[src/rtl/program_loader_if.sv]
// Byte-stream valid/ready channel feeding the program loader.
// master drives bytes, slave (the loader) returns ready.
interface program_loader_if;
    logic [7:0] rx_data;
    logic       rx_valid;
    logic       rx_ready;

    modport master (output rx_data, output rx_valid, input  rx_ready);
    modport slave  (input  rx_data, input  rx_valid, output rx_ready);
endinterface

[src/rtl/program_loader.sv]
// Purpose: boot loader; frames (len, payload, xor csum) -> 32-bit imem writes, holds cpu in reset until verified.
// Latency: imem_we pulses the cycle after a word's 4th byte is accepted; done/cpu_reset change on the csum-accept edge.
// Backpressure: rx_ready = busy; no bubbles while loading, ready drops only in DONE/ERROR until load_req.
module program_loader #(
    parameter int ADDR_WIDTH = 8,
    parameter int MAX_WORDS  = 256
) (
    input  logic                  clk,
    input  logic                  rst,
    program_loader_if.slave       rx,
    input  logic                  load_req,
    output logic                  imem_we,
    output logic [ADDR_WIDTH-1:0] imem_addr,
    output logic [31:0]           imem_wdata,
    output logic                  cpu_reset,
    output logic                  busy,
    output logic                  done,
    output logic                  error,
    output logic [15:0]           words_loaded
);

    typedef enum logic [2:0] {
        S_LEN_LO,
        S_LEN_HI,
        S_DATA,
        S_CSUM,
        S_DONE,
        S_ERROR
    } state_t;

    localparam logic [16:0] MAX_N = 17'(MAX_WORDS);

    state_t      state;
    logic [7:0]  len_lo;
    logic [15:0] len;
    logic [7:0]  csum;
    logic [1:0]  lane;
    logic [23:0] asm_word;
    logic        xfer;

    assign busy        = (state == S_LEN_LO) || (state == S_LEN_HI) ||
                         (state == S_DATA)   || (state == S_CSUM);
    assign done        = (state == S_DONE);
    assign error       = (state == S_ERROR);
    assign rx.rx_ready = busy;
    assign xfer        = rx.rx_valid && busy;

    always_ff @(posedge clk or negedge rst) begin
        if (!rst) begin
            state        <= S_LEN_LO;
            cpu_reset    <= 1'b1;
            imem_we      <= 1'b0;
            imem_addr    <= '0;
            imem_wdata   <= '0;
            words_loaded <= '0;
            csum         <= '0;
            lane         <= '0;
            len_lo       <= '0;
            len          <= '0;
            asm_word     <= '0;
        end else begin
            imem_we <= 1'b0;
            case (state)
                S_LEN_LO: begin
                    if (xfer) begin
                        len_lo <= rx.rx_data;
                        csum   <= csum ^ rx.rx_data;
                        state  <= S_LEN_HI;
                    end
                end
                S_LEN_HI: begin
                    if (xfer) begin
                        len  <= {rx.rx_data, len_lo};
                        csum <= csum ^ rx.rx_data;
                        if ({1'b0, rx.rx_data, len_lo} > MAX_N)
                            state <= S_ERROR;
                        else if ({rx.rx_data, len_lo} == 16'd0)
                            state <= S_CSUM;
                        else
                            state <= S_DATA;
                    end
                end
                S_DATA: begin
                    if (xfer) begin
                        csum <= csum ^ rx.rx_data;
                        lane <= lane + 2'd1;
                        case (lane)
                            2'd0: asm_word[7:0]   <= rx.rx_data;
                            2'd1: asm_word[15:8]  <= rx.rx_data;
                            2'd2: asm_word[23:16] <= rx.rx_data;
                            default: begin
                                // Lane 3 completes the word: write it straight out, no assembly bubble.
                                imem_wdata   <= {rx.rx_data, asm_word};
                                imem_addr    <= words_loaded[ADDR_WIDTH-1:0];
                                imem_we      <= 1'b1;
                                words_loaded <= words_loaded + 16'd1;
                                if (words_loaded + 16'd1 == len)
                                    state <= S_CSUM;
                            end
                        endcase
                    end
                end
                S_CSUM: begin
                    if (xfer) begin
                        if (rx.rx_data == csum) begin
                            state     <= S_DONE;
                            cpu_reset <= 1'b0;
                        end else begin
                            state <= S_ERROR;
                        end
                    end
                end
                S_DONE, S_ERROR: begin
                    if (load_req) begin
                        state        <= S_LEN_LO;
                        cpu_reset    <= 1'b1;
                        words_loaded <= '0;
                        csum         <= '0;
                        lane         <= '0;
                    end
                end
                default: state <= S_LEN_LO;
            endcase
        end
    end

endmodule

[src/flat_wrapper.sv]
// flat-port wrapper written by rule: the top's interface ports become plain ports
module program_loader_flat 
#(
    parameter int ADDR_WIDTH = 8,
    parameter int MAX_WORDS  = 256
)
  (clk, rst, load_req, imem_we, imem_addr, imem_wdata, cpu_reset, busy, done, error, words_loaded, rx_rx_data, rx_rx_valid, rx_rx_ready);
  program_loader_if rx_i ();
  input  logic clk;
  input  logic rst;
  input  logic load_req;
  output logic imem_we;
  output logic [ADDR_WIDTH-1:0] imem_addr;
  output logic [31:0] imem_wdata;
  output logic cpu_reset;
  output logic busy;
  output logic done;
  output logic error;
  output logic [15:0] words_loaded;
  input wire logic [$bits(rx_i.rx_data)-1:0] rx_rx_data;
  input wire logic [$bits(rx_i.rx_valid)-1:0] rx_rx_valid;
  output wire logic [$bits(rx_i.rx_ready)-1:0] rx_rx_ready;
  assign rx_i.rx_data = rx_rx_data;
  assign rx_i.rx_valid = rx_rx_valid;
  assign rx_rx_ready = rx_i.rx_ready;
  program_loader #(.ADDR_WIDTH(ADDR_WIDTH), .MAX_WORDS(MAX_WORDS)) u_core (.clk(clk), .rst(rst), .rx(rx_i), .load_req(load_req), .imem_we(imem_we), .imem_addr(imem_addr), .imem_wdata(imem_wdata), .cpu_reset(cpu_reset), .busy(busy), .done(done), .error(error), .words_loaded(words_loaded));
endmodule
[config.mk]
export PLATFORM = sky130hd
export DESIGN_NAME = program_loader_flat
export DESIGN_NICKNAME = d
export VERILOG_FILES = /design/src/rtl/program_loader_if.sv /design/src/rtl/program_loader.sv /design/src/flat_wrapper.sv
export SDC_FILE = /design/constraint.sdc
export NUM_CORES = 1
export LEC_CHECK = 0
export BUFFER_PORTS_ARGS = -buffer_cell sky130_fd_sc_hd__buf_2
export CORE_MARGIN = 2
export CORE_UTILIZATION = 51
export CTS_BUF_LIST = sky130_fd_sc_hd__clkbuf_8
export CTS_CLUSTER_DIAMETER = 120
export DETAILED_ROUTE_END_ITERATION = 6
export GPL_ROUTABILITY_DRIVEN = 0
export MAX_ROUTING_LAYER = met4
export PLACE_DENSITY_LB_ADDON = 0.25
export SYNTH_ARGS = -nofsm -noshare
export SYNTH_HDL_FRONTEND = slang
export SYNTH_SLANG_ARGS = --single-unit
[constraint.sdc]
create_clock -name clk -period 1.99 [get_ports clk]
set_input_delay 0.0995 -clock clk [delete_from_list [all_inputs] [get_ports clk]]
set_output_delay 0.0995 -clock clk [all_outputs]
set_load 0.005 [all_outputs]
; ---- Word-level counts from Yosys, hierarchy flattened
; Cells that the tools add are included.
[word_totals]
regBits = 119
latch_bits = 0
ram_bits = 0
mem_bits_ro = 0
in_bits = 12
out_inout_bits = 62
wordCells = 88
n_memories = 0
[op_classes]
add_sub_neg = 2
n_mul = 0
div_mod_pow = 0
order_cmp = 1
eq_ne = 18
shifts = 0
muxes = 28
bitwise_logic = 2
reduce_logical = 24
[ops]
columns = cell, count
row1 = 16-bit two-way mux, 3
row2 = 16-bit case mux with 2 select lines, 1
row3 = 3-bit two-way mux, 8
row4 = 3-bit AND reduction, 6
row5 = 16-bit by 1-bit adder with 16-bit output (second input constant), 1
row6 = 16-bit equality test, 1
row7 = 16-bit by 9-bit > comparator with 1-bit output (second input constant), 1
row8 = 16-bit zero test, 1
row9 = 8-bit two-way mux, 2
row10 = 8-bit case mux with 2 select lines, 1
row11 = 3-bit case mux with 5 select lines, 1
row12 = 2-bit by 1-bit inequality test with 1-bit output (second input constant), 5
row13 = 8-bit equality test, 1
row14 = 1-bit two-way mux, 8
row15 = 2-bit inequality test (second input constant), 4
row16 = 4-bit AND reduction, 2
row17 = 8-bit XOR, 1
row18 = 7-bit AND reduction, 1
row19 = 3-bit by 2-bit equality test with 1-bit output (second input constant), 2
row20 = 3-bit equality test (second input constant), 2
row21 = 2-bit nonzero test, 3
row22 = 3-bit OR reduction, 2
row23 = 2-bit two-way mux, 2
row24 = 2-bit case mux with 2 select lines, 1
row25 = other kinds (12), 15

; ---- Longest topological paths before layout
; Gate-level depths: netlist (run 1).
[depth]
word_depth = 7
depth_mapped = 9
ltp_nobuf = 7

; ---- Least setup slack after synthesis (run 1)
; OpenSTA, ideal clock, no wires.
[synth_path]
path_type = reg2reg
startpoint = register u_core.words_loaded[0]
endpoint = register u_core.state[0]
setup_ns = 0.092
arrival_ns = 1.743
required_ns = 1.898
setup_slack_ns = 0.155
path_stages_with_launch = 8
path_buffers = 0
synth_period_minus_slack_ns = 1.835
cell_sequence = dfrtp_1 -> ha_1 -> nand3_1 -> nor2_1 -> and2_1 -> xnor2_1 -> o2111ai_1 -> o31ai_2
[synth_via]
elab_chain_len = 4
[synth_lines]
columns = element, line_no
row1 = "start, declared", program_loader.sv:19  ; output logic [15:0] words_loaded
row2 = "start signal, assigned", program_loader.sv:96  ; words_loaded <= words_loaded + 16'd1;
row3 = 16-bit by 1-bit adder with 16-bit output, program_loader.sv:97  ; if (words_loaded + 16'd1 == len)
row4 = 16-bit equality test, program_loader.sv:97
row5 = 2-bit inequality test (no source line), -
row6 = 7-bit AND reduction (no source line), -
row7 = "end signal, assigned", program_loader.sv:98  ; state <= S_CSUM;
row8 = "end signal, assigned", program_loader.sv:106  ; state <= S_DONE;
row9 = "end signal, assigned", program_loader.sv:109  ; state <= S_ERROR;
row10 = "end, declared", program_loader.sv:33  ; state_t state;
; No other way between the ends.
; A chain may end at the register's enable or synchronous reset.

; ---- Final worst setup path (run 1)
; Same ends and word-level chain as after synthesis.

==> results of run 1 <==
==> where the power goes <==
part / leakage, nW / internal (mW) / switching (mW)
clock network: 0.207 / 1.11 / 0.877
logic: 1.54 / 0.749 / 0.748
registers: 1.58 / 2.78 / 0.313
total: 3.33 / 4.64 / 1.94
==> metrics by stage <==
stage                     cell area, um2  setup TNS, ns
after floorplan                     5500              0
after global placement              6070        -0.0132
after detailed placement            6070        -0.0851
after CTS                           6490              0
after global routing                6530        -0.0184
final                               6530              0
==> sequential cells by signal, indices dropped and copies added, names as in the netlist <==
register             cells
u_core.asm_word         24
u_core.cpu_reset         1
u_core.csum              8
u_core.imem_addr         8
u_core.imem_wdata       32
u_core.imem_we           1
u_core.lane              2
u_core.len              16
u_core.len_lo            8
u_core.state             3
u_core.words_loaded     16
==> cells in the mapped netlist, drive strengths merged, types with 2 or more instances <==
cell       n
buf       26
and3       6
and2       2
a31oi      4
a22o       2
clkbuf     7
nand3      8
o31a       2
o31ai     10
dfrtp    118
inv        6
a21oi     18
o22ai      2
xor2       7
nand2    151
a41oi      2
nor2b      3
nor2      15
mux2      46
xnor2     21
o21ai     44
nand4      5
nand2b     2
and4       2
nor3       5
nor4       4
ha         5
o2111ai    3
==> worst reg2reg max path, cell delays in order, from the launching register on <==
cell,delay (ns)
dfrtp_1,0.35
buf_4,0.17
and4_2,0.29
and2_2,0.21
nand3_1,0.15
xnor2_2,0.19
o2111ai_2,0.17
o31ai_2,0.27
==> cells by family (layout without fill, tap and decap cells) <==
family	Yosys count	count (layout)	synth area share, %
buffers and inverters	39	140	3.66
multiplexers	47	47	9.60
AO/OA/AOI/OAI	95	95	10.5
flip-flops	119	119	54.1
XOR/XNOR	28	28	4.46
AND/OR/NAND/NOR	208	208	16.5
adder cells (fa/ha/maj)	5	5	1.14
==> how the worst max path moves through the flow <==
stage / from / to / depth (start not counted)
global route: u_core.words_loaded[0]$_DFFE_PN0P_ / u_core.state[0]$_DFFE_PN0P_ / 7
floorplan: u_core.words_loaded[0]$_DFFE_PN0P_ / u_core.state[0]$_DFFE_PN0P_ / 7
detailed placement: u_core.words_loaded[8]$_DFFE_PN0P_ / u_core.state[0]$_DFFE_PN0P_ / 6
CTS: u_core.words_loaded[8]$_DFFE_PN0P_ / u_core.state[0]$_DFFE_PN0P_ / 6
global placement: u_core.words_loaded[8]$_DFFE_PN0P_ / u_core.state[0]$_DFFE_PN0P_ / 6
finish: u_core.words_loaded[0]$_DFFE_PN0P_ / u_core.state[0]$_DFFE_PN0P_ / 7
==> what timing repair did <==
item                                    4_1_cts  5_1_grt
gates resized for setup                       5       10
endpoints found under the setup margin        1        2
gates cloned                                  0        0
endpoints found under the hold margin        36        0
hold buffers                                  5        0
==> cell usage in the layout, fill, tap and decap left out, types with 9 or more instances in the layout <==
cell type	n
buf_4	26
o31ai_1	9
nand2_1	150
buf_2	72
nor2_1	15
o21ai_0	30
o21ai_1	14
a21oi_1	16
mux2_2	46
dfrtp_1	111
inv_1	9
clkbuf_8	22
xnor2_1	20
==> metal layers <==
| layer | vias up | GRT usage (%) | part of all wire [%] |
|---|---|---|---|
| li1 | 2029 | - | - |
| met1 | 2124 | 33.1 | 45 |
| met2 | 150 | 36.6 | 46 |
| met3 | 34 | 5.63 | 6.3 |
| met4 | 0 | 12.4 | 3.2 |
| met5 | - | - | 0 |
==> area by class of cell <==
class	instances	share of cell area [%]
sequential	119	45.7
clock buffer	22	4.63
tap	136	2.60
multi-input combinational	383	36.2
clock inverter	8	0.900
timing repair buffer	104	9.57
inverter	6	0.345
==> metrics.md, run 1 <==
| Metric | Value |
|---|---|
| WP data arrival | 2.23 ns |
| CP Cell Sequence | buf_4, and4_2, and2_2, nand3_1, xnor2_2, o2111ai_2, o31ai_2 |
| Final HPWL DP | between 9000 and 10000 um |
| Die area | ~12000 um2 |
| Slew Viols, Final | 0 |
| Final worst setup slack | about 0.092 ns |
| Cell taking the most area after synthesis | dfrtp_1 |
| Global-route wire length before repair | between 20000 and 25000 um |
| PortBufs | 73 |
| DR vias | around 4300 |
| Post-layout nets | ~650 |
| Place WS | -0.0851 ns |
| Starting DRC count in detailed routing | 360 |
| Maximum clock frequency | 0.527 GHz |
| Top_reg_cell synth | dfrtp_1 |
| Clk_skew | between 0.009 and 0.01 ns |
| FF/Latch Area | approximately 3000 um2 |
| Sequential cell area fraction in the yosys report | between 50 and 60% |
| Slew margin rel. | roughly two thirds |
| CTS tree | built |
| Synthesized area per cell | between 10 and 15 um2 |
| Cell count after synthesis | roughly 540 |
| Clk_lat worst skew | approximately 0.43 ns |
| Core Util, Final | between 60% and 70% |
| Final WL | 13000 um |
| Vias in the first global route | about 4200 |
| WHS | 0.0272 ns |
| Hold Crit Class | input pin to flip-flop |
| Post-placement cell count | about 740 |
| Reg clk slew, reported paths | approximately 0.07 ns |
| Hold path depth | 3 |
| Tcrit/Tclk final | 95.4% |
| Max cap viols | 0 |
| Worst R2R Start | u_core.words_loaded[0]$_DFFE_PN0P_ |
| Area occupied by multi-input gates | 2370 um2 |
| Syn nets | approximately 560 |
| Htree depth | 4 |
| CP Buf/Inv Count | 1 |
| Count of state elements after synthesis | 119 |
| CP Launch Type | flip-flop |
| P per Cell Area | 1010 nW/um2 |
| Largest stage delay, worst path | between 0.3 and 0.4 ns |
| Antenna violations before repair | 0 |
| Die width | around 110 um |
| Least-Margin Pin Slew | about 0.47 ns |
| Flop2flop setup slack | 0.09 ns |
| Num CTS Buffers | 17 |
| R2R cell count | 7 |
| DRC | 0 |
| Final min period | 1.90 ns |
| Top post-synthesis cells by area | dfrtp_1 (54%), nand2_1 (10%), mux2_2 (9.4%), xnor2_1 (3.3%), o21ai_0 (2.7%) |
| Area grow syn2layout | 18.7% |
| Final setup viols | 0 |
| Final ANT Viol Nets | 0 |
| Cell Area, Synth | roughly 5500 um2 |
| Critical path required time | 2.32 ns |
| Final std cells w/o fill | around 780 |
| Post-CTS Setup Bufs | 0 |
| Min-Delay Endpoint | u_core.csum[6]$_DFFE_PN0P_ |
| Setup CP Type | flip-flop to flip-flop |
| Layout fillers | 883 |
| Hold Path Origin | rx_rx_data[6] |
| Total gr overflow | 0 |
| Die height | ~110 um |
| Pin count of the biggest net entering global routing | 35 |
| Average wire per standard cell | ~17 um |
| CTS root buffer | clkbuf_8 |
| CP max stage cell | dfrtp_1 |
| CTS sink cnt | roughly 120 |
| Library cells used by synthesis | 54 |
| Crit-path leading delay family | simple AND/OR/NAND/NOR gates |
| Worst-case clock buffer depth | 2 |
| Synth warn | 0 |
| LEAKAGE | around 3.3 nW |
| RSZ-0062 raised after global routing | true |
| CP Capture Type | flip-flop |
| Synth async-reset ratio | between 90% and 100% |
| Peak supply drop | between 600 and 700 uV |
| Post-synth EDFFs | 0 |
| Top cell type's share of synthesized area | 53.7% |
| Max FO, Critical Path | 8 |
| Core area | 10400 um2 |
| Number of diodes | 0 |
| Status | finished, final reports clean |
| Fin. Hold Viols | 0 |
| Fraction of layout cells with a size suffix above 1 | a little under a third |
| FF-to-FF End | u_core.state[0]$_DFFE_PN0P_ |
| Initial Util | 52.8% |
| DR vias/cell | approximately 5.6 |
| GRT Total Usage | about 25% |
| Design Power | 6.57 mW |
| Row Count | 37 |
| I/O Pins | between 70 and 80 |
| TritonRoute pass-1 iters | 5 |
Note: power is estimated with default switching activity, not from simulation.
==> run 2, diff against run 1 <==
--- a/config.mk
+++ b/config.mk
@@ -7,13 +7,13 @@
 export LEC_CHECK = 0
 export BUFFER_PORTS_ARGS = -buffer_cell sky130_fd_sc_hd__buf_2
 export CORE_MARGIN = 2
-export CORE_UTILIZATION = 51
+export CORE_UTILIZATION = 45
 export CTS_BUF_LIST = sky130_fd_sc_hd__clkbuf_8
 export CTS_CLUSTER_DIAMETER = 120
 export DETAILED_ROUTE_END_ITERATION = 6
 export GPL_ROUTABILITY_DRIVEN = 0
 export MAX_ROUTING_LAYER = met4
-export PLACE_DENSITY_LB_ADDON = 0.25
+export REMOVE_ABC_BUFFERS = 1
 export SYNTH_ARGS = -nofsm -noshare
 export SYNTH_HDL_FRONTEND = slang
 export SYNTH_SLANG_ARGS = --single-unit
==> run 2 against run 1 <==
Sequential share of layout area decreased by 0.78 points. Largest cell class unchanged. Count of clock-buffer cells in the layout decreased by 4. Die area increased by 13%. Flip-flop and latch count unchanged. Cell area increased by 1.5%. Non-clock buffer count increased by 7. Utilization decreased by 7.3 points. Cell count increased by 2.6%. Clock skew increased by 0.0014 ns. Sequential power about the same. Wire length increased by 2.9%. Critical path depth increased by 1.
==> metrics.md, run 2 (synthesis gave the netlist of run 1 again) <==
| Metric | Value |
|---|---|
| Status | finished, final reports clean |
| Slew Viols, Final | 0 |
| CP max stage cell | dfrtp_1 |
| DRC | 0 |
| Fin. Hold Viols | 0 |
| Post-layout nets | roughly 660 |
| Core area | around 12000 um2 |
| Clk_skew | between 0.01 and 0.015 ns |
| CTS tree | built |
| Setup TNS | 0 ns |
| Critical path required time | between 2 and 2.5 ns |
| Least-Margin Pin Slew | ~0.83 ns |
| Final HPWL DP | 8960 um |
| Total gr overflow | 0 |
| Hold path depth | 3 |
| Die width | ~110 um |
| TritonRoute pass-1 iters | 4 |
| Vias in the first global route | 4117 |
| Largest reg by FF count | u_core.imem_wdata |
| R2R cell count | 8 |
| Fraction of layout cells with a size suffix above 1 | between 30% and 40% |
| Final ANT Viol Nets | 0 |
| Clk_lat worst skew | 0.45 ns |
| Number of diodes | 0 |
| Hold Path Origin | rx_rx_data[5] |
| Layout fillers | ~1100 |
| Largest stage delay, worst path | ~0.40 ns |
| LEAKAGE | 3.36 nW |
| Initial Util | a little under half |
| PortBufs | 73 |
| Maximum clock frequency | around 0.53 GHz |
| Final min period | between 1.5 and 2 ns |
| CP Capture Type | flip-flop |
| M3 GR Usage | approximately 4.8% |
| FF/Latch Area | a little under 3000 um2 |
| Most common cell after layout, fill and taps aside | nand2_1 |
| Crit path launch | u_core.len_lo[5]$_DFFE_PN0P_ |
| Worst R2R Start | u_core.len_lo[5]$_DFFE_PN0P_ |
| Worst-case clock buffer depth | 2 |
| Area grow syn2layout | 20.5% |
| Crit. path cell count | 8 |
| RSZ-0062 raised after global routing | false |
| Die area | 13100 um2 |
| Peak supply drop | 430 uV |
| GR met2 Demand/Resource | about a third |
| P per Cell Area | around 1000 nW/um2 |
| Die height | 115 um |
| Antenna violations before repair | 0 |
| I/O Pins | 74 |
| Num CTS Buffers | 17 |
| Met1 GRT Util | between 20 and 30% |
| DR vias | ~4300 |
| Reg clk slew, reported paths | approximately 0.070 ns |
| Average wire per standard cell | roughly 17 um |
| Slew margin rel. | around 45% |
| Final worst setup slack | between 0.1 and 0.15 ns |
| Crit-path leading delay family | compound AO/OA/AOI/OAI gates |
| Final setup viols | 0 |
| Area occupied by multi-input gates | ~2300 um2 |
| Place WS | between 0.07 and 0.08 ns |
| Setup CP Type | flip-flop to flip-flop |
| Tcrit/Tclk final | between 90% and 100% |
| Layer with the highest usage | met2 |
| CP Buf/Inv Count | 2 |
| Design Power | 6.75 mW |
| CP Launch Type | flip-flop |
| Final WL | around 13000 um |
| WHS | roughly 0.022 ns |
| GRT Total Usage | between 20% and 30% |
| Max cap viols | 0 |
| Max FFs per register | 32 |
| Starting DRC count in detailed routing | roughly 230 |
| CTS sink cnt | roughly 120 |
| Global-route wire length before repair | 21600 um |
| Row Count | 40 |
| Most frequent cells in the layout | nand2_1 (150), dfrtp_1 (117), buf_2 (72), mux2_2 (46), o21ai_0 (30) |
| Hold Crit Class | input pin to flip-flop |
| Max FO, Critical Path | 3 |
| Pin count of the biggest net entering global routing | 48 |
| Htree depth | 4 |
| WP data arrival | ~2.2 ns |
| CP Cell Sequence | nor4_2, buf_4, a21oi_1, o311ai_2, buf_4, nand2b_1, a21oi_1, o31ai_2 |
| CTS root buffer | clkbuf_8 |
| DR vias/cell | ~5.4 |
| Biggest registers after layout | u_core.imem_wdata x32, u_core.asm_word x24 |
-- run 2: cell count changes in the layout (fill, tap and decap cells not counted), sizes merged --
cell	delta
bufinv	+1
clkinv	+3
dlygate4sd3	+3
clkinvlp	+4
clkbuf	-4
inv	-2
buf	+4
-- run 2: worst register-to-register path, cell delays in order, from the launching register on --
cell and delay (ns):
dfrtp_1 0.40, nor4_2 0.30, buf_4 0.16, a21oi_1 0.08
o311ai_2 0.33, buf_4 0.17, nand2b_1 0.05, a21oi_1 0.17
o31ai_2 0.08
-- run 2: through the flow --
stage	cells	util, %	area [um2]
after floorplan	508	-	5320
after global placement	758	51.3	6140
after detailed placement	758	51.3	6140
after CTS	798	55.2	6600
after global routing	798	55.4	6630
final	798	55.4	6630
-- run 2: worst paths after layout --
kind / end / slack (ns)
worst min register to register: u_core.imem_wdata[7]$_DFFE_PN0P_ / 0.46
min in group asynchronous: u_core.imem_wdata[10]$_DFFE_PN0P_ / 0.15
max in group asynchronous: u_core.cpu_reset$_DFFE_PN1P_ / 1.22
worst max-delay path: u_core.state[0]$_DFFE_PN0P_ / 0.11
worst min-delay path: u_core.imem_wdata[29]$_DFFE_PN0P_ / 0.02
worst max register to register: u_core.state[0]$_DFFE_PN0P_ / 0.11
-- run 2: power breakdown --
part	switching [mW]	internal (mW)	total (mW)
Clock	0.998	1.13	2.13
Sequential	0.325	2.77	3.10
Combinational	0.752	0.768	1.52
-- run 2: layout make-up --
type / instances / share of cell area (%)
inverters: 6 / 0.340
repair buffers: 111 / 10.7
clock inverters: 14 / 2.04
flip-flops and latches: 119 / 45.0
multi-input cells: 383 / 35.4
clock buffers: 18 / 3.74
well taps: 147 / 2.77
-- run 2: what timing repair did --
item / CTS / global route
endpoints found under the hold margin: 127 / 0
hold buffers: 8 / 0
endpoints found under the setup margin: 0 / 1
resized for setup: 0 / 6
setup buffers: 0 / 0
-- run 2: routing by layer --
| layer | wire (um) | vias to the layer above |
|---|---|---|
| met4 | 201 | 0 |
| met3 | 553 | 18 |
| met1 | 6210 | 2114 |
| met2 | 6410 | 113 |
| met5 | 0 | - |
| li1 | - | 2041 |
